===== config.mk =====
export PLATFORM = sky130hd
export DESIGN_NAME = encoder_64b66b_flat
export DESIGN_NICKNAME = d
export VERILOG_FILES = /design/src/rtl/encoder_64b66b_if.sv /design/src/rtl/encoder_64b66b.sv /design/src/flat_wrapper.sv
export SDC_FILE = /design/constraint.sdc
export NUM_CORES = 1
export LEC_CHECK = 0
export CAP_MARGIN = 20
export CORE_MARGIN = 2
export CORE_UTILIZATION = 45
export CTS_CLUSTER_SIZE = 20
export DETAILED_ROUTE_END_ITERATION = 16
export GPL_TIMING_DRIVEN = 1
export HOLD_SLACK_MARGIN = 0.05
export SYNTH_ARGS = -nofsm -noshare
export SYNTH_HDL_FRONTEND = slang
export SYNTH_SLANG_ARGS = --single-unit

===== constraint.sdc =====
create_clock -name clk -period 2.4 [get_ports clk]
set_clock_uncertainty 0.05 [all_clocks]
set_input_delay 0.24 -clock clk [delete_from_list [all_inputs] [get_ports clk]]
set_output_delay 0.24 -clock clk [all_outputs]
set_load 0.02 [all_outputs]

===== src/rtl/encoder_64b66b_if.sv =====
// Valid/ready stream bundle shared by the encoder's payload input and line output.
interface encoder_64b66b_if;
    logic [1:0]  ttype;
    logic [63:0] tdata;
    logic        tvalid;
    logic        tready;

    modport master (output ttype, output tdata, output tvalid, input tready);
    modport slave  (input ttype, input tdata, input tvalid, output tready);
endinterface


===== src/rtl/encoder_64b66b.sv =====
// 64b/66b transmit PCS: x^58+x^39+1 scrambler then 66->64 gearbox; latency 2 cycles.
// Backpressure: m_axis.tready low freezes every stage; the input stalls one cycle per 33 to drain the residue.
module encoder_64b66b (
    input  logic               clk,
    input  logic               reset_n,
    encoder_64b66b_if.slave    s_axis,
    encoder_64b66b_if.master   m_axis
);

    logic        s1_valid;
    logic [1:0]  s1_type;
    logic [63:0] s1_data;

    logic [57:0] scr_state;
    logic [57:0] scr_next;
    logic [63:0] scr_data;

    logic [6:0]  r;
    logic [63:0] res;
    logic [63:0] m_data;
    logic        m_valid;

    logic        out_can_load;
    logic        s1_take;
    logic        drain;
    logic        s_accept;
    logic [65:0] block;
    logic [127:0] cat;

    // Serial scrambler unrolled over the word; bit 0 is the first bit on the line.
    always_comb begin
        scr_next = scr_state;
        scr_data = '0;
        for (int i = 0; i < 64; i++) begin
            scr_data[i] = s_axis.tdata[i] ^ scr_next[38] ^ scr_next[57];
            scr_next    = {scr_next[56:0], scr_data[i]};
        end
    end

    assign out_can_load  = !m_valid || m_axis.tready;
    assign drain         = (r == 7'd64) && out_can_load;
    assign s1_take       = s1_valid && out_can_load && (r != 7'd64);
    assign s_axis.tready = !s1_valid || s1_take;
    assign s_accept      = s_axis.tvalid && s_axis.tready;

    // Residue bits above r are always zero, so the OR needs no mask.
    assign block = {s1_data, s1_type};
    assign cat   = ({62'd0, block} << r) | {64'd0, res};

    always_ff @(posedge clk or negedge reset_n) begin
        if (!reset_n) begin
            s1_valid  <= 1'b0;
            s1_type   <= 2'b00;
            s1_data   <= '0;
            scr_state <= '1;
        end else if (s_accept) begin
            s1_valid  <= 1'b1;
            s1_type   <= s_axis.ttype;
            s1_data   <= scr_data;
            scr_state <= scr_next;
        end else if (s1_take) begin
            s1_valid  <= 1'b0;
        end
    end

    always_ff @(posedge clk or negedge reset_n) begin
        if (!reset_n) begin
            m_valid <= 1'b0;
            m_data  <= '0;
            res     <= '0;
            r       <= '0;
        end else if (drain) begin
            m_valid <= 1'b1;
            m_data  <= res;
            res     <= '0;
            r       <= '0;
        end else if (s1_take) begin
            m_valid <= 1'b1;
            m_data  <= cat[63:0];
            res     <= cat[127:64];
            r       <= r + 7'd2;
        end else if (out_can_load) begin
            m_valid <= 1'b0;
        end
    end

    assign m_axis.tvalid = m_valid;
    assign m_axis.tdata  = m_data;
    // The line side carries no sync-header sideband; headers travel inside tdata.
    assign m_axis.ttype  = 2'b00;

endmodule


===== src/flat_wrapper.sv =====
// flat-port wrapper written by rule: the top's interface ports become plain ports
module encoder_64b66b_flat 
  (clk, reset_n, s_axis_ttype, s_axis_tdata, s_axis_tvalid, s_axis_tready, m_axis_ttype, m_axis_tdata, m_axis_tvalid, m_axis_tready);
  encoder_64b66b_if s_axis_i ();
  encoder_64b66b_if m_axis_i ();
  input  logic clk;
  input  logic reset_n;
  input wire logic [$bits(s_axis_i.ttype)-1:0] s_axis_ttype;
  input wire logic [$bits(s_axis_i.tdata)-1:0] s_axis_tdata;
  input wire logic [$bits(s_axis_i.tvalid)-1:0] s_axis_tvalid;
  output wire logic [$bits(s_axis_i.tready)-1:0] s_axis_tready;
  output wire logic [$bits(m_axis_i.ttype)-1:0] m_axis_ttype;
  output wire logic [$bits(m_axis_i.tdata)-1:0] m_axis_tdata;
  output wire logic [$bits(m_axis_i.tvalid)-1:0] m_axis_tvalid;
  input wire logic [$bits(m_axis_i.tready)-1:0] m_axis_tready;
  assign s_axis_i.ttype = s_axis_ttype;
  assign s_axis_i.tdata = s_axis_tdata;
  assign s_axis_i.tvalid = s_axis_tvalid;
  assign s_axis_tready = s_axis_i.tready;
  assign m_axis_ttype = m_axis_i.ttype;
  assign m_axis_tdata = m_axis_i.tdata;
  assign m_axis_tvalid = m_axis_i.tvalid;
  assign m_axis_i.tready = m_axis_tready;
  encoder_64b66b u_core (.clk(clk), .reset_n(reset_n), .s_axis(s_axis_i), .m_axis(m_axis_i));
endmodule

# After elaboration in Yosys (flattened, before gate mapping)
# Index checks and enable logic that the tools add are counted.
# totals
regBits	261
latchBits	0
ram_bits	0
rom_bits	0
in_bits	70
output_inout_bits	68
elab_cells	163
mem_count	0
# classes
n_addsub	1
mul	0
div_mod_pow	0
magnitude_cmp	0
eq_ne	2
shifts	1
n_mux	11
bitwise_logic	129
n_reduce_logical	11
# ops
operator	n
64-bit two-way mux	4
128-bit by 64-bit bitwise OR with 128-bit output	1
66-bit by 7-bit << shifter with 128-bit output	1
1-bit XOR	128
7-bit two-way mux	2
7-bit by 2-bit adder with 7-bit output, second input constant	1
7-bit == test, second input constant	1
7-bit inequality test, second input constant	1
1-bit two-way mux	5
1-bit logical AND	4
2-bit nonzero test	2
3-bit nonzero test	1
1-bit logical NOT	2
1-bit logical OR	2

# Depth between registers and ports, before layout
# logic_depth
depth_word	7
depth_mapped	10
ltp_nobuf	5

# Worst setup path after synthesis
# OpenSTA, ideal clock, no wires.
# synth_path
path_type	reg-to-reg
from	register u_core.r[2]
to	register u_core.res[56]
setup_time_ns	0.135
t_arrival_ns	2.021
required_time_ns	2.215
slack_ns	0.194
path_stages_with_launch	9
n_path_buf	3
synth_period_minus_slack_ns	2.206
path_cell_list	dfrtp_1 > buf_6 > buf_12 > buf_12 > mux4_2 > a222oi_1 > o22ai_1 > a221oi_2 > o211ai_1
# synth_via
elab_chain_cells	4
word_cells_on_any_way	9
classes_between	2 x eq/ne; 1 x shift; 2 x mux; 1 x bitwise; 3 x reduce/logical
# synth_rtl
item	line	text
start, declared	encoder_64b66b.sv:18	logic [6:0] r;
start signal, assigned	encoder_64b66b.sv:81	r <= r + 7'd2;
66-bit by 7-bit << shifter with 128-bit output	encoder_64b66b.sv:48	assign cat = ({62'd0, block} << r) | {64'd0, res};
128-bit by 64-bit bitwise OR with 128-bit output	encoder_64b66b.sv:48	
64-bit two-way mux	encoder_64b66b.sv:77	end else if (s1_take) begin
64-bit two-way mux	encoder_64b66b.sv:72	end else if (drain) begin
end signal, assigned	encoder_64b66b.sv:80	res <= cat[127:64];
end, declared	encoder_64b66b.sv:19	logic [63:0] res;
# Several ways; a longest one is shown, not always the timed one. The select of a mux whose other input is x is not followed.
# A chain may end at the register's enable or synchronous reset.

# Worst setup path in the final report
# Same ends and word-level chain as after synthesis.

==> impl_metrics.yaml <==
final_layout:
  nets: 2076
  final_cells: 2497
  nFillCells: 3011
  diodes: 0
  stdcell_area_mm2: 0.02301
  area_delta_synth_final_pct: 39.07
  drive_gt1_frac: 0.3465
die:
  start_util: 0.4541
  die_y_um: 195.7
  fp.dieW_um: 195.7
  core_mm2: 0.03643
  die-area_mm2: 0.03831
  row_count: 70
  boundaryPins: 138
setup_path:
  crit_type: "flop to flop"
  cp_cell_sequence: "buf_12, buf_12, buf_6, mux2_2, a222oi_1, buf_4, o22ai_1, a221oi_2, o211ai_1"
  cp_common_cell: "buf_12"
  crit_slowest_cell: "dfrtp_4"
  rrSetupSlack_ps: -140
  cp.required_ps: 2790
  endpoint_kind: "flop"
  crit_path_start_kind: "flop"
  cp_max_fo: 13
  cp.arrival_ps: 2940
  slowest_delay_ps: 420
detailed_routing:
  wl_met3_um: 5208
  wire_per_inst_um: 28.20
  vias: 15592
  firstDrtPassIters: 6
  wl_met1_um: 27640
  drcViolationCount: 0
  avgViaCountPerCell: 6.244
  drt_iter0_drc: 1382
  route.met2.wl_um: 33200
  ant_nets: 0
  top_layer: "met5"
  drt-total-wl_um: 70420
yosys:
  yosysTopAreaCell: "dfrtp_1"
  synth_top_area_share: 0.3056
  yosysSeqAreaShare: 0.3977
  ys_types: 78
  syn_inst: 1613
  synth.area.top_cells: "dfrtp_1 31%, dfstp_2 9.2%, mux4_2 8.3%"
  ys_ff_latch: 260
  ys_async_sr_fraction: 1.000
  synth_edf_count: 0
  avgSynthCellArea_um2: 10.26
  yosysWarnings: 0
  synthFlopType: "dfrtp_1"
  syn-cell-area_mm2: 0.01654
grt:
  first_global_vias: 15359
  grt_max_degree: 64
  overflow: 0
  track_usage: 0.3629
  antenna_found_initial: 1
  grt_pass1_wl_um: 102800
timing:
  final-setup-viol-count: 87
  setup_ws_ps: -143.9
  finalCritPeriodShare: 1.060
  rsz0062_at_grt: "yes"
  period_needed_ps: 2544
  fmax_mhz: 393.1
  final-hold-violation-count: 0
  slew_headroom: 0.2590
  worstMarginPinSlew_ps: 1107
  finalMaxSlewViolations: 0
  whs_ps: 148.8
min_path:
  hold_class: "input port to flop"
clocking:
  htree_levels: 1
  clk_path_buf_depth: 3
  clkLatencyLatePin_ps: 590
  root_buffer: "clkbuf_16"
  numCtsBuffers: 30
  path_clk_slew_ps: 60
  clock_sinks: 260
  tritoncts: "done"
power_and_ir_drop:
  powerDensity_mw_per_mm2: 1888
  ir_drop_mv: 0.9392
  power.leakage_nw: 10.23
placed_design:
  dp_hpwl_um: 53380
  io_buffers: 135
  placed_cells: 2389
  gp_congestion: 1.017
  placed_area_mm2: 0.02048
run:
  cap_violations: 0
run_status:
  failed_checks: "setup timing"
  status: "finished with violations"
metal layers:
metal / vias to the layer above / GRT usage
li1: 6780 / -
met1: 7800 / 0.4696
met2: 799 / 0.5999
met3: 211 / 0.05054
met4: 2 / 0.1838
met5: - / 0
layout by cell type (no fill, tap or decap), types with 58 or more instances in the layout:
| master | n |
|---|---|
| buf_4 | 266 |
| dfrtp_1 | 196 |
| nand2_1 | 186 |
| nor2_1 | 145 |
| clkdlybuf4s50_1 | 133 |
| a21o_1 | 113 |
| xnor2_1 | 91 |
| mux4_2 | 67 |
| dfstp_2 | 58 |
synth_stat cells (3+ instances only):
| cell type | count |
|---|---|
| a211o_1 | 4 |
| a211oi_1 | 6 |
| a21o_1 | 113 |
| a21oi_1 | 67 |
| a221o_1 | 9 |
| a221oi_1 | 3 |
| a222oi_1 | 5 |
| a22o_1 | 11 |
| a22oi_1 | 33 |
| a2bb2oi_1 | 8 |
| a31oi_1 | 3 |
| a32oi_1 | 6 |
| and2_1 | 3 |
| and3_1 | 4 |
| buf_1 | 7 |
| buf_2 | 43 |
| buf_4 | 14 |
| buf_6 | 7 |
| clkbuf_1 | 53 |
| dfrtp_1 | 202 |
| dfstp_2 | 58 |
| inv_1 | 4 |
| mux2_2 | 63 |
| mux2i_1 | 74 |
| mux4_1 | 7 |
| mux4_2 | 61 |
| nand2_1 | 188 |
| nand2b_1 | 10 |
| nand3_1 | 16 |
| nand3b_1 | 3 |
| nand4_1 | 7 |
| nor2_1 | 149 |
| nor2b_1 | 11 |
| nor3_1 | 11 |
| o2111ai_1 | 5 |
| o211ai_1 | 34 |
| o21a_1 | 4 |
| o21ai_0 | 71 |
| o221a_2 | 3 |
| o221ai_1 | 29 |
| o22ai_1 | 19 |
| o31ai_1 | 10 |
| xnor2_1 | 91 |
| xor2_1 | 39 |
where the power goes:
part | switching (mW) | total, mW | internal, mW
Combinational | 15.5 | 29.3 | 13.8
Clock | 1.95 | 4.89 | 2.93
Sequential | 2.50 | 9.30 | 6.80
Total | 19.9 | 43.4 | 23.5
per-stage QoR:
step	total power, mW	setup TNS, ps	utilization	worst slack, ps
after floorplan	22.63	0	-	194.1
after global placement	34.85	-10380	0.5622	-271.5
after detailed placement	35.05	-15060	0.5622	-291.3
after CTS	41.35	-2461	0.6107	-133.7
after global routing	45.06	-11480	0.6315	-221.5
final	43.45	-4368	0.6315	-143.9
worst max-delay path, delay by kind of cell, from the launching register on:
kind / cells / cell delay, ps
AOI/OAI and AO/OA: 4 / 910
buffers and inverters: 4 / 670
DFF: 1 / 420
muxes: 1 / 360
logic make-up (layout without fill, tap and decap cells):
family                     Yosys count  in the layout  synth area share
AOI/OAI and AO/OA                  466            469            0.1995
xor gates and xnor gates           130            130           0.06882
adders and majority gates            1              1         0.0007562
buffers and inverters              133            545           0.04175
DFF                                260            260            0.3977
muxes                              208            208            0.1848
other                                1              2         0.0002267
and+or+nand+nor                    414            414            0.1064
area by class of cell:
| type | count | area, um2 | share of cell area |
|---|---|---|---|
| Clock buffer | 39 | 855.8 | 0.03720 |
| Timing Repair Buffer | 482 | 4871 | 0.2117 |
| Multi-Input combinational cell | 1224 | 9871 | 0.4290 |
| Sequential cell | 260 | 6599 | 0.2868 |
| Inverter | 7 | 26.28 | 0.001142 |
| Tap cell | 468 | 585.6 | 0.02545 |
| Clock inverter | 17 | 198.9 | 0.008647 |
timing repair:
| item | CTS | global route |
|---|---|---|
| hold endpoints to repair | 138 | 0 |
| resized for setup | 90 | 107 |
| setup endpoints to repair | 200 | 173 |
| pin swaps | 13 | 25 |
| buffers inserted | 14 | 20 |
| gates cloned | 9 | 8 |
| hold buffers | 1 | 0 |
registers in the layout (all words and copies together) (netlist names):
name / flops
u_core.m_axis.tdata: 64
u_core.m_axis.tvalid: 1
u_core.res: 64
u_core.scr_state: 58
u_core.s1_data: 64
u_core.s1_type: 2
u_core.s1_valid: 1
u_core.r: 6
path summary, 6_finish.rpt:
| kind | start | to | cells after the start |
|---|---|---|---|
| max | u_core.r[2] | u_core.res[56] | 9 |
| min | s_axis_ttype[0] | u_core.s1_type[0] | 3 |
| max reg2reg | u_core.r[2] | u_core.res[56] | 9 |
| min reg2reg | u_core.m_axis.tdata[1] | u_core.m_axis.tdata[1] | 2 |
| max in group asynchronous | reset_n | u_core.scr_state[4] | 3 |
| min in group asynchronous | reset_n | u_core.m_axis.tdata[23] | 2 |
Power figures use the tool's default switching activity.
